==> src/rtl/enc_pkg.sv <==
// Shared constants and helpers for the registered priority / one-hot encoder.
// The index width is computed by idx_width() so every user agrees on W.
package enc_pkg;

  localparam logic ENC_MODE_PRIO   = 1'b0;
  localparam logic ENC_MODE_ONEHOT = 1'b1;

  function automatic int idx_width(input int n);
    return (n < 2) ? 1 : $clog2(n);
  endfunction

  // Error flag for the strict one-hot check.
  function automatic logic onehot_check(input logic en, input logic mode, input logic is_one);
    return en && (mode == ENC_MODE_ONEHOT) && !is_one;
  endfunction

endpackage

==> src/rtl/enc_prio_core.sv <==
// Combinational search over req, starting at start and walking downward with wrap.
// It reports the first set index, whether req is empty, and whether exactly one bit is set.
module enc_prio_core
  import enc_pkg::*;
#(
  parameter  int N = 8,
  localparam int W = idx_width(N)
) (
  input  logic [N-1:0] req,
  input  logic [W-1:0] start,
  output logic [W-1:0] idx,
  output logic         none,
  output logic         one
);

  logic [W-1:0] pos;

  // The loop visits the candidate positions from the lowest to the highest priority, so the last hit wins.
  // NOTE: every combinational output is assigned a default first so no latch can be inferred.
  always_comb begin
    idx  = '0;
    none = 1'b1;
    pos  = '0;
    for (int k = N - 1; k >= 0; k--) begin
      pos = start - W'(k);
      if (req[pos]) begin
        idx  = pos;
        none = 1'b0;
      end
    end
  end

  assign one = (req != '0) && ((req & (req - N'(1))) == '0);

endmodule

==> src/rtl/encoder_prio_pipe.sv <==
// One-stage registered N-to-log2(N) encoder with valid/ready on both sides.
// Defining ENCODER_PRIO_PIPE_RR_EN turns priority mode into round-robin.
module encoder_prio_pipe
  import enc_pkg::*;
#(
  parameter  int N = 8,
  localparam int W = idx_width(N)
) (
  input  logic         clk,
  input  logic         rst_n,
  input  logic         en,
  input  logic         mode,
  input  logic         in_valid,
  output logic         in_ready,
  input  logic [N-1:0] req,
  output logic         out_valid,
  input  logic         out_ready,
  output logic [W-1:0] out_idx,
  output logic         out_none,
  output logic         out_err
);

  typedef struct packed {
    logic [W-1:0] idx;
    logic         none;
    logic         err;
  } result_t;

  localparam result_t RES_IDLE = '{idx: '0, none: 1'b1, err: 1'b0};

  result_t      res_q, res_d;
  logic         fire, out_fire;
  logic [W-1:0] start, core_idx;
  logic         core_none, core_one;

  assign in_ready = !out_valid || out_ready;
  assign fire     = in_valid && in_ready;
  assign out_fire = out_valid && out_ready;

`ifdef ENCODER_PRIO_PIPE_RR_EN
  logic [W-1:0] ptr;
  logic         res_prio;

  // The winner of a delivered priority grant becomes the lowest priority for the next search.
  always_ff @(posedge clk) begin
    if (!rst_n) begin
      ptr      <= W'(N - 1);
      res_prio <= 1'b0;
    end else begin
      if (out_fire && !res_q.none && res_prio) ptr <= res_q.idx - W'(1);
      if (fire) res_prio <= en && (mode == ENC_MODE_PRIO);
    end
  end

  assign start = (mode == ENC_MODE_ONEHOT) ? W'(N - 1) : ptr;
`else
  assign start = W'(N - 1);
`endif

  enc_prio_core #(.N(N)) u_core (
    .req   (req),
    .start (start),
    .idx   (core_idx),
    .none  (core_none),
    .one   (core_one)
  );

  always_comb begin
    res_d = RES_IDLE;
    if (en) begin
      res_d.none = core_none;
      if (mode == ENC_MODE_PRIO) begin
        res_d.idx = core_idx;
      end else begin
        res_d.err = onehot_check(en, mode, core_one);
        if (core_one) res_d.idx = core_idx;
      end
    end
  end

  // NOTE: sequential state uses non-blocking assignments so every register samples pre-edge values.
  always_ff @(posedge clk) begin
    if (!rst_n) begin
      out_valid <= 1'b0;
      res_q     <= RES_IDLE;
    end else if (fire) begin
      out_valid <= 1'b1;
      res_q     <= res_d;
    end else if (out_fire) begin
      out_valid <= 1'b0;
    end
  end

  assign out_idx  = res_q.idx;
  assign out_none = res_q.none;
  assign out_err  = res_q.err;

endmodule
==> config.mk <==
export PLATFORM = sky130hd
export DESIGN_NAME = encoder_prio_pipe
export DESIGN_NICKNAME = d
export VERILOG_FILES = /design/src/rtl/enc_pkg.sv /design/src/rtl/enc_prio_core.sv /design/src/rtl/encoder_prio_pipe.sv
export SDC_FILE = /design/constraint.sdc
export NUM_CORES = 1
export LEC_CHECK = 0
export CAP_MARGIN = 20
export CORE_AREA = 2 2 39 41
export CTS_CLUSTER_DIAMETER = 40
export DETAILED_ROUTE_END_ITERATION = 10
export DIE_AREA = 0 0 41 43
export GPL_TIMING_DRIVEN = 1
export HOLD_SLACK_MARGIN = 0.12
export PLACE_DENSITY = 0.68
export SYNTH_ARGS = -nofsm -noshare
export SYNTH_HDL_FRONTEND = slang
export SYNTH_SLANG_ARGS = --single-unit
==> constraint.sdc <==
create_clock -name clk -period 1.2 [get_ports clk]
set_clock_uncertainty 0.2 [all_clocks]
set_input_delay 0.24 -clock clk [delete_from_list [all_inputs] [get_ports clk]]
set_output_delay 0.24 -clock clk [all_outputs]
set_load 0.005 [all_outputs]
### Word level (Yosys, flattened, before mapping)

Index checks and enable logic that the tools add are counted.

| word-level totals | value |
|---|---|
| register bits after elaboration | 6 |
| input bits | 14 |
| word-level logic and storage cells | 38 |

| operators by class | value |
|---|---|
| mux-type cells | 21 |
| reduce and logical (&&, ||, !) cells | 11 |
| bitwise gates (word level) | 1 |
| add/sub/neg operators | 1 |

Operator list:

| operator | count |
|---|---|
| $mux 3 | 6 |
| $mux 1 | 12 |
| $and 8x8->8 | 1 |
| $logic_not 8->1 | 1 |
| $reduce_bool 8->1 | 1 |
| $sub 8x1->8 const B | 1 |
| $logic_and 1x1->1 | 5 |
| $mux 5 | 1 |
| $mux 2 | 2 |
| $logic_not 1->1 | 2 |
| $reduce_bool 2->1 | 1 |
| $logic_or 1x1->1 | 1 |

### Logic depth before layout (Yosys ltp)

Gate-level depths: netlist (run 1).

| depth | value |
|---|---|
| word-level depth | 10 |
| depth in mapped cells | 4 |
| depth with buffers taken out | 4 |

### Hierarchy

A second synthesis (run 1) with hierarchy kept.

| unflattened totals | value |
|---|---|
| cell total of the unflattened synthesis | 123 |
| area total of the unflattened synthesis | 1134.8 um^2 |

By module, submodules not included:

| module | seq. area each (um^2) | cells an instance | instances | area an instance (um^2) |
|---|---|---|---|---|
| enc_prio_core | 0.0 | 94 | 1 | 847.1 |
| encoder_prio_pipe | 120.1 | 29 | 1 | 287.8 |

### Worst setup path before layout (run 1)

No wires, ideal clock.

| path | value |
|---|---|
| kind | input to register |
| start point | input port req[0] |
| end point | register res_q (netlist bit out_idx[2]) |
| stages on the path | 4 |
| required time | 0.883 ns |
| path slack | -0.093 ns |
| setup time | 0.117 ns |
| arrival | 0.976 ns |
| path buffers | 0 |
| path through | xor2_1 -> a211oi_1 -> o221ai_2 -> a22o_1 |

| on the way | value |
|---|---|
| cells in the longest elaborated chain, start to end | 7 |

RTL lines:

| what | RTL line | source |
|---|---|---|
| start, declared | encoder_prio_pipe.sv:15 | `input logic [N-1:0] req,` |
| $sub 8x1->8 | enc_prio_core.sv:33 | `assign one = (req != '0) && ((req & (req - N'(1))) == '0);` |
| $and 8x8->8 | enc_prio_core.sv:33 |  |
| $logic_not 8->1 | enc_prio_core.sv:33 |  |
| $logic_and 1x1->1 (*) | enc_prio_core.sv:33 |  |
| $mux 3 (*) | encoder_prio_pipe.sv:76 | `if (core_one) res_d.idx = core_idx;` |
| $mux 3 (*) | encoder_prio_pipe.sv:72 | `if (mode == ENC_MODE_PRIO) begin` |
| $mux 5 (*) | encoder_prio_pipe.sv:70 | `if (en) begin` |
| end signal, assigned | encoder_prio_pipe.sv:88 | `res_q <= res_d;` |
| end, declared | encoder_prio_pipe.sv:31 | `result_t res_q, res_d;` |

Mark *: on every way between the ends. The rest lies on a longest branch, timed or not.
A chain may end at the register's enable or synchronous reset.

### Final worst setup path (run 1)

| path | value |
|---|---|
| start point | register out_valid |
| end point | register res_q (netlist bit out_idx[1]) |

| on the way | value |
|---|---|
| cells in the longest elaborated chain, start to end | 3 |

RTL lines:

| what | RTL line | source |
|---|---|---|
| start, declared | encoder_prio_pipe.sv:16 | `output logic out_valid,` |
| start signal, assigned | encoder_prio_pipe.sv:84 | `out_valid <= 1'b0;` |
| start signal, assigned | encoder_prio_pipe.sv:87 | `out_valid <= 1'b1;` |
| start signal, assigned | encoder_prio_pipe.sv:90 | `out_valid <= 1'b0;` |
| $logic_not 1->1 | encoder_prio_pipe.sv:36 | `assign in_ready = !out_valid \|\| out_ready;` |
| $logic_or 1x1->1 | encoder_prio_pipe.sv:36 |  |
| $logic_and 1x1->1 | encoder_prio_pipe.sv:37 | `assign fire = in_valid && in_ready;` |

No other way between the ends.

==> results_dict.tcl, run 1 <==
set metrics [dict create \
    startpoint_type "flip-flop" \
    cts_sinks 6 \
    crit_family "flip-flops" \
    clock_latency_ns 0.26 \
    r2r_end "out_idx[1]" \
    power_density_mw_per_mm2 791 \
    seq_area_frac_synth 0.329 \
    grt_pass1_wl_um 1860 \
    hold_class "in2reg" \
    path_buf_inv 1 \
    firstDrtPassIters 2 \
    vias_per_cell 4.89 \
    drcViolationCount 0 \
    root_buffer "clkbuf_4" \
    dieArea_sq_mm 0.00176 \
    synth_top_area_share 0.329 \
    r2r_cells 5 \
    ant_nets 0 \
    start_util 0.264 \
    routed_wl_um 1170 \
    rsz0062_at_grt "true" \
    cap_viol_max_count 0 \
    async_reset_ff_frac 0 \
    port_buffers 20 \
    drive_gt1_frac 0.622 \
    cts.clk_slew.worst_paths_ns 0.05 \
    nNetsFinal 98 \
    synth_common_cells "dfxtp_1 (6), nor2_1 (6), a21oi_1 (5)" \
    holdCritStartpoint "rst_n" \
    cp_cell_sequence "nand2b_4, buf_6, nand4_1, a21oi_1, a22o_1" \
    drtIter0Drc 3 \
    crit_slowest_cell "dfxtp_2" \
    globalplace.congestion 0.724 \
    syn_avg_cell_area_sq_um 8.30 \
    max_slew_margin 0.849 \
    synthTopCellsByArea "dfxtp_1 (33%), a22o_1 (7.2%), nor4b_1 (7.2%)" \
    fin_cells 98 \
    syn_to_final_growth_pct 103 \
    ir_drop_uv 363 \
    antenna_cells 0 \
    numCtsBuffers 3 \
    worstPathMaxFanout 4 \
    holdWs_ns 0.215 \
    arrival_ns 1.23 \
    whs_path_depth 3 \
    fin_crit_ns 1.24 \
    synth_area_leader_cell "dfxtp_1" \
    yosysUniqueCellTypes 17 \
    synth.net_count 58 \
    fmax_mhz 806 \
    io_pins 21 \
    antenna_found_initial 0 \
    postCtsHoldBufs 0 \
    critPathKind "reg2reg" \
    synth_edf_count 0 \
    gr-total-overflow 0 \
    h-tree-depth 1 \
    ys_ff_latch 6 \
    setup_tns_ns -0.127 \
    outcome "finished, violations left" \
    slew_violations 0 \
    ys.flop_type "dfxtp_1" \
    wl_per_cell_um 11.9 \
    cts_tree "done" \
    synthCells 44 \
    fin_ws_ns -0.0400 \
    num_vias 479 \
    p_leak_nw 0.337 \
    setup-violations-final 4 \
    yosysWarnings 0 \
    period_share 1.03 \
    rrSetupSlack_ns -0.04 \
    post-dp-hpwl_um 906 \
    hold_viol 0 \
    end_kind "flip-flop" \
    postLayoutCoreUtil 0.537 \
    die_x_um 41 \
    grt_pass1_vias 490 \
    cpPeakStageDelay_ns 0.33 \
    synthesis.area_sq_um 365 \
    worstMarginPinSlew_ns 0.226 \
    track_usage 0.160 \
    die_y_um 43 \
    violations "negative setup slack" \
    cts.path.max_buffers 2 \
    dp_cells 95 \
    required_ns 1.19 \
    row_count 14 \
    grt_max_degree 6 \
    hold-path-endpoint "out_none" \
    reg2reg_from "out_valid" \
    core_area_sq_mm 0.00138 \
]
-- per-stage QoR --
step / total power [mW] / instance area (sq um) / setup WS, ns
final: 0.588 / 743 / -0.0400
after global routing: 0.617 / 743 / -0.0890
after CTS: 0.595 / 737 / -0.0338
after detailed placement: 0.404 / 739 / -0.731
after global placement: 0.403 / 739 / -0.711
after floorplan: 0.274 / 407 / -0.0650
-- power by group --
group | leakage (nW) | total [mW] | internal (mW) | switching, mW
clock network | 0.0138 | 0.194 | 0.114 | 0.0807
logic | 0.272 | 0.176 | 0.100 | 0.0756
registers | 0.0509 | 0.218 | 0.212 | 0.00615
total | 0.337 | 0.588 | 0.425 | 0.162
-- cells in the final DEF (no fill, tap or decap) --
master,count
xor2_2,1
nand2b_4,1
buf_4,15
inv_1,2
a211oi_2,1
nor4b_2,1
dfxtp_2,6
xor2_1,1
nand4_1,1
nor2_2,2
clkbuf_4,3
o21ai_1,1
nor2b_1,2
clkdlybuf4s50_1,2
o21ai_0,3
a21oi_1,4
o221ai_2,1
a221oi_2,1
nand2_1,3
a21boi_0,1
nor4b_4,2
a21boi_2,1
a21oi_2,1
buf_2,11
dlygate4sd2_1,3
o2111a_1,1
a22o_1,3
buf_6,4
nor2_1,4
-- state kept, by name (all words and copies together) (netlist names) --
name / count
out_err: 1
out_valid: 1
out_idx: 3
out_none: 1
-- cells by family after synthesis --
kind of cell              count (synthesis)  share of synthesized area
AOI/OAI and AO/OA                        18                      0.370
and+or+nand+nor                          16                      0.233
DFF                                       6                      0.329
xor gates and xnor gates                  2                     0.0480
buffers and inverters                     2                     0.0206
-- worst max path at each step --
| stage | endpoint | from | cells after the start | slack [ns] |
|---|---|---|---|---|
| finish | out_idx[1] | out_valid | 5 | -0.04 |
| global route | out_idx[0] | out_valid | 5 | -0.09 |
| CTS | out_idx[1] | out_valid | 5 | -0.03 |
| detailed placement | out_idx[1] | req[0] | 5 | -0.73 |
| global placement | out_idx[1] | req[0] | 5 | -0.71 |
| floorplan | out_idx[0] | req[5] | 4 | -0.06 |
-- area by class of cell --
cell class / instances / area [sq um]
fillers: 140 / 641
flip-flops and latches: 6 / 128
repair buffers: 35 / 259
well taps: 16 / 20.0
clock buffers: 3 / 22.5
inverters: 2 / 7.51
multi-input cells: 36 / 307
-- layer usage --
| layer | track usage | up-vias | wire length (um) |
|---|---|---|---|
| met4 | 0.120 | 0 | 37 |
| met2 | 0.259 | 19 | 563 |
| met1 | 0.159 | 212 | 473 |
| li1 | - | 243 | - |
| met5 | 0 | - | 0 |
| met3 | 0.0471 | 5 | 96 |
-- worst min-delay path: cells and delay by family --
kind / cells / cell delay (ns)
buffers and inverters: 2 / 0.34
AO/OA/AOI/OAI: 1 / 0.05
-- timing repair --
action	CTS	global route
buffers inserted	1	0
pin swaps	9	1
endpoints found under the setup margin	12	6
resized for setup	83	3
Note: power is estimated with default switching activity, not from simulation.
==> run 2: changes to the inputs <==
--- a/config.mk
+++ b/config.mk
@@ -5,7 +5,7 @@
 export SDC_FILE = /design/constraint.sdc
 export NUM_CORES = 1
 export LEC_CHECK = 0
-export CAP_MARGIN = 20
+export CAP_MARGIN = 0
 export CORE_AREA = 2 2 39 41
 export CTS_CLUSTER_DIAMETER = 40
 export DETAILED_ROUTE_END_ITERATION = 10
@@ -13,6 +13,7 @@
 export GPL_TIMING_DRIVEN = 1
 export HOLD_SLACK_MARGIN = 0.12
 export PLACE_DENSITY = 0.68
+export SLEW_MARGIN = 20
 export SYNTH_ARGS = -nofsm -noshare
 export SYNTH_HDL_FRONTEND = slang
 export SYNTH_SLANG_ARGS = --single-unit
==> results of run 2 <==
Same layout as run 1: the final DEF is identical, and so are final timing and power.
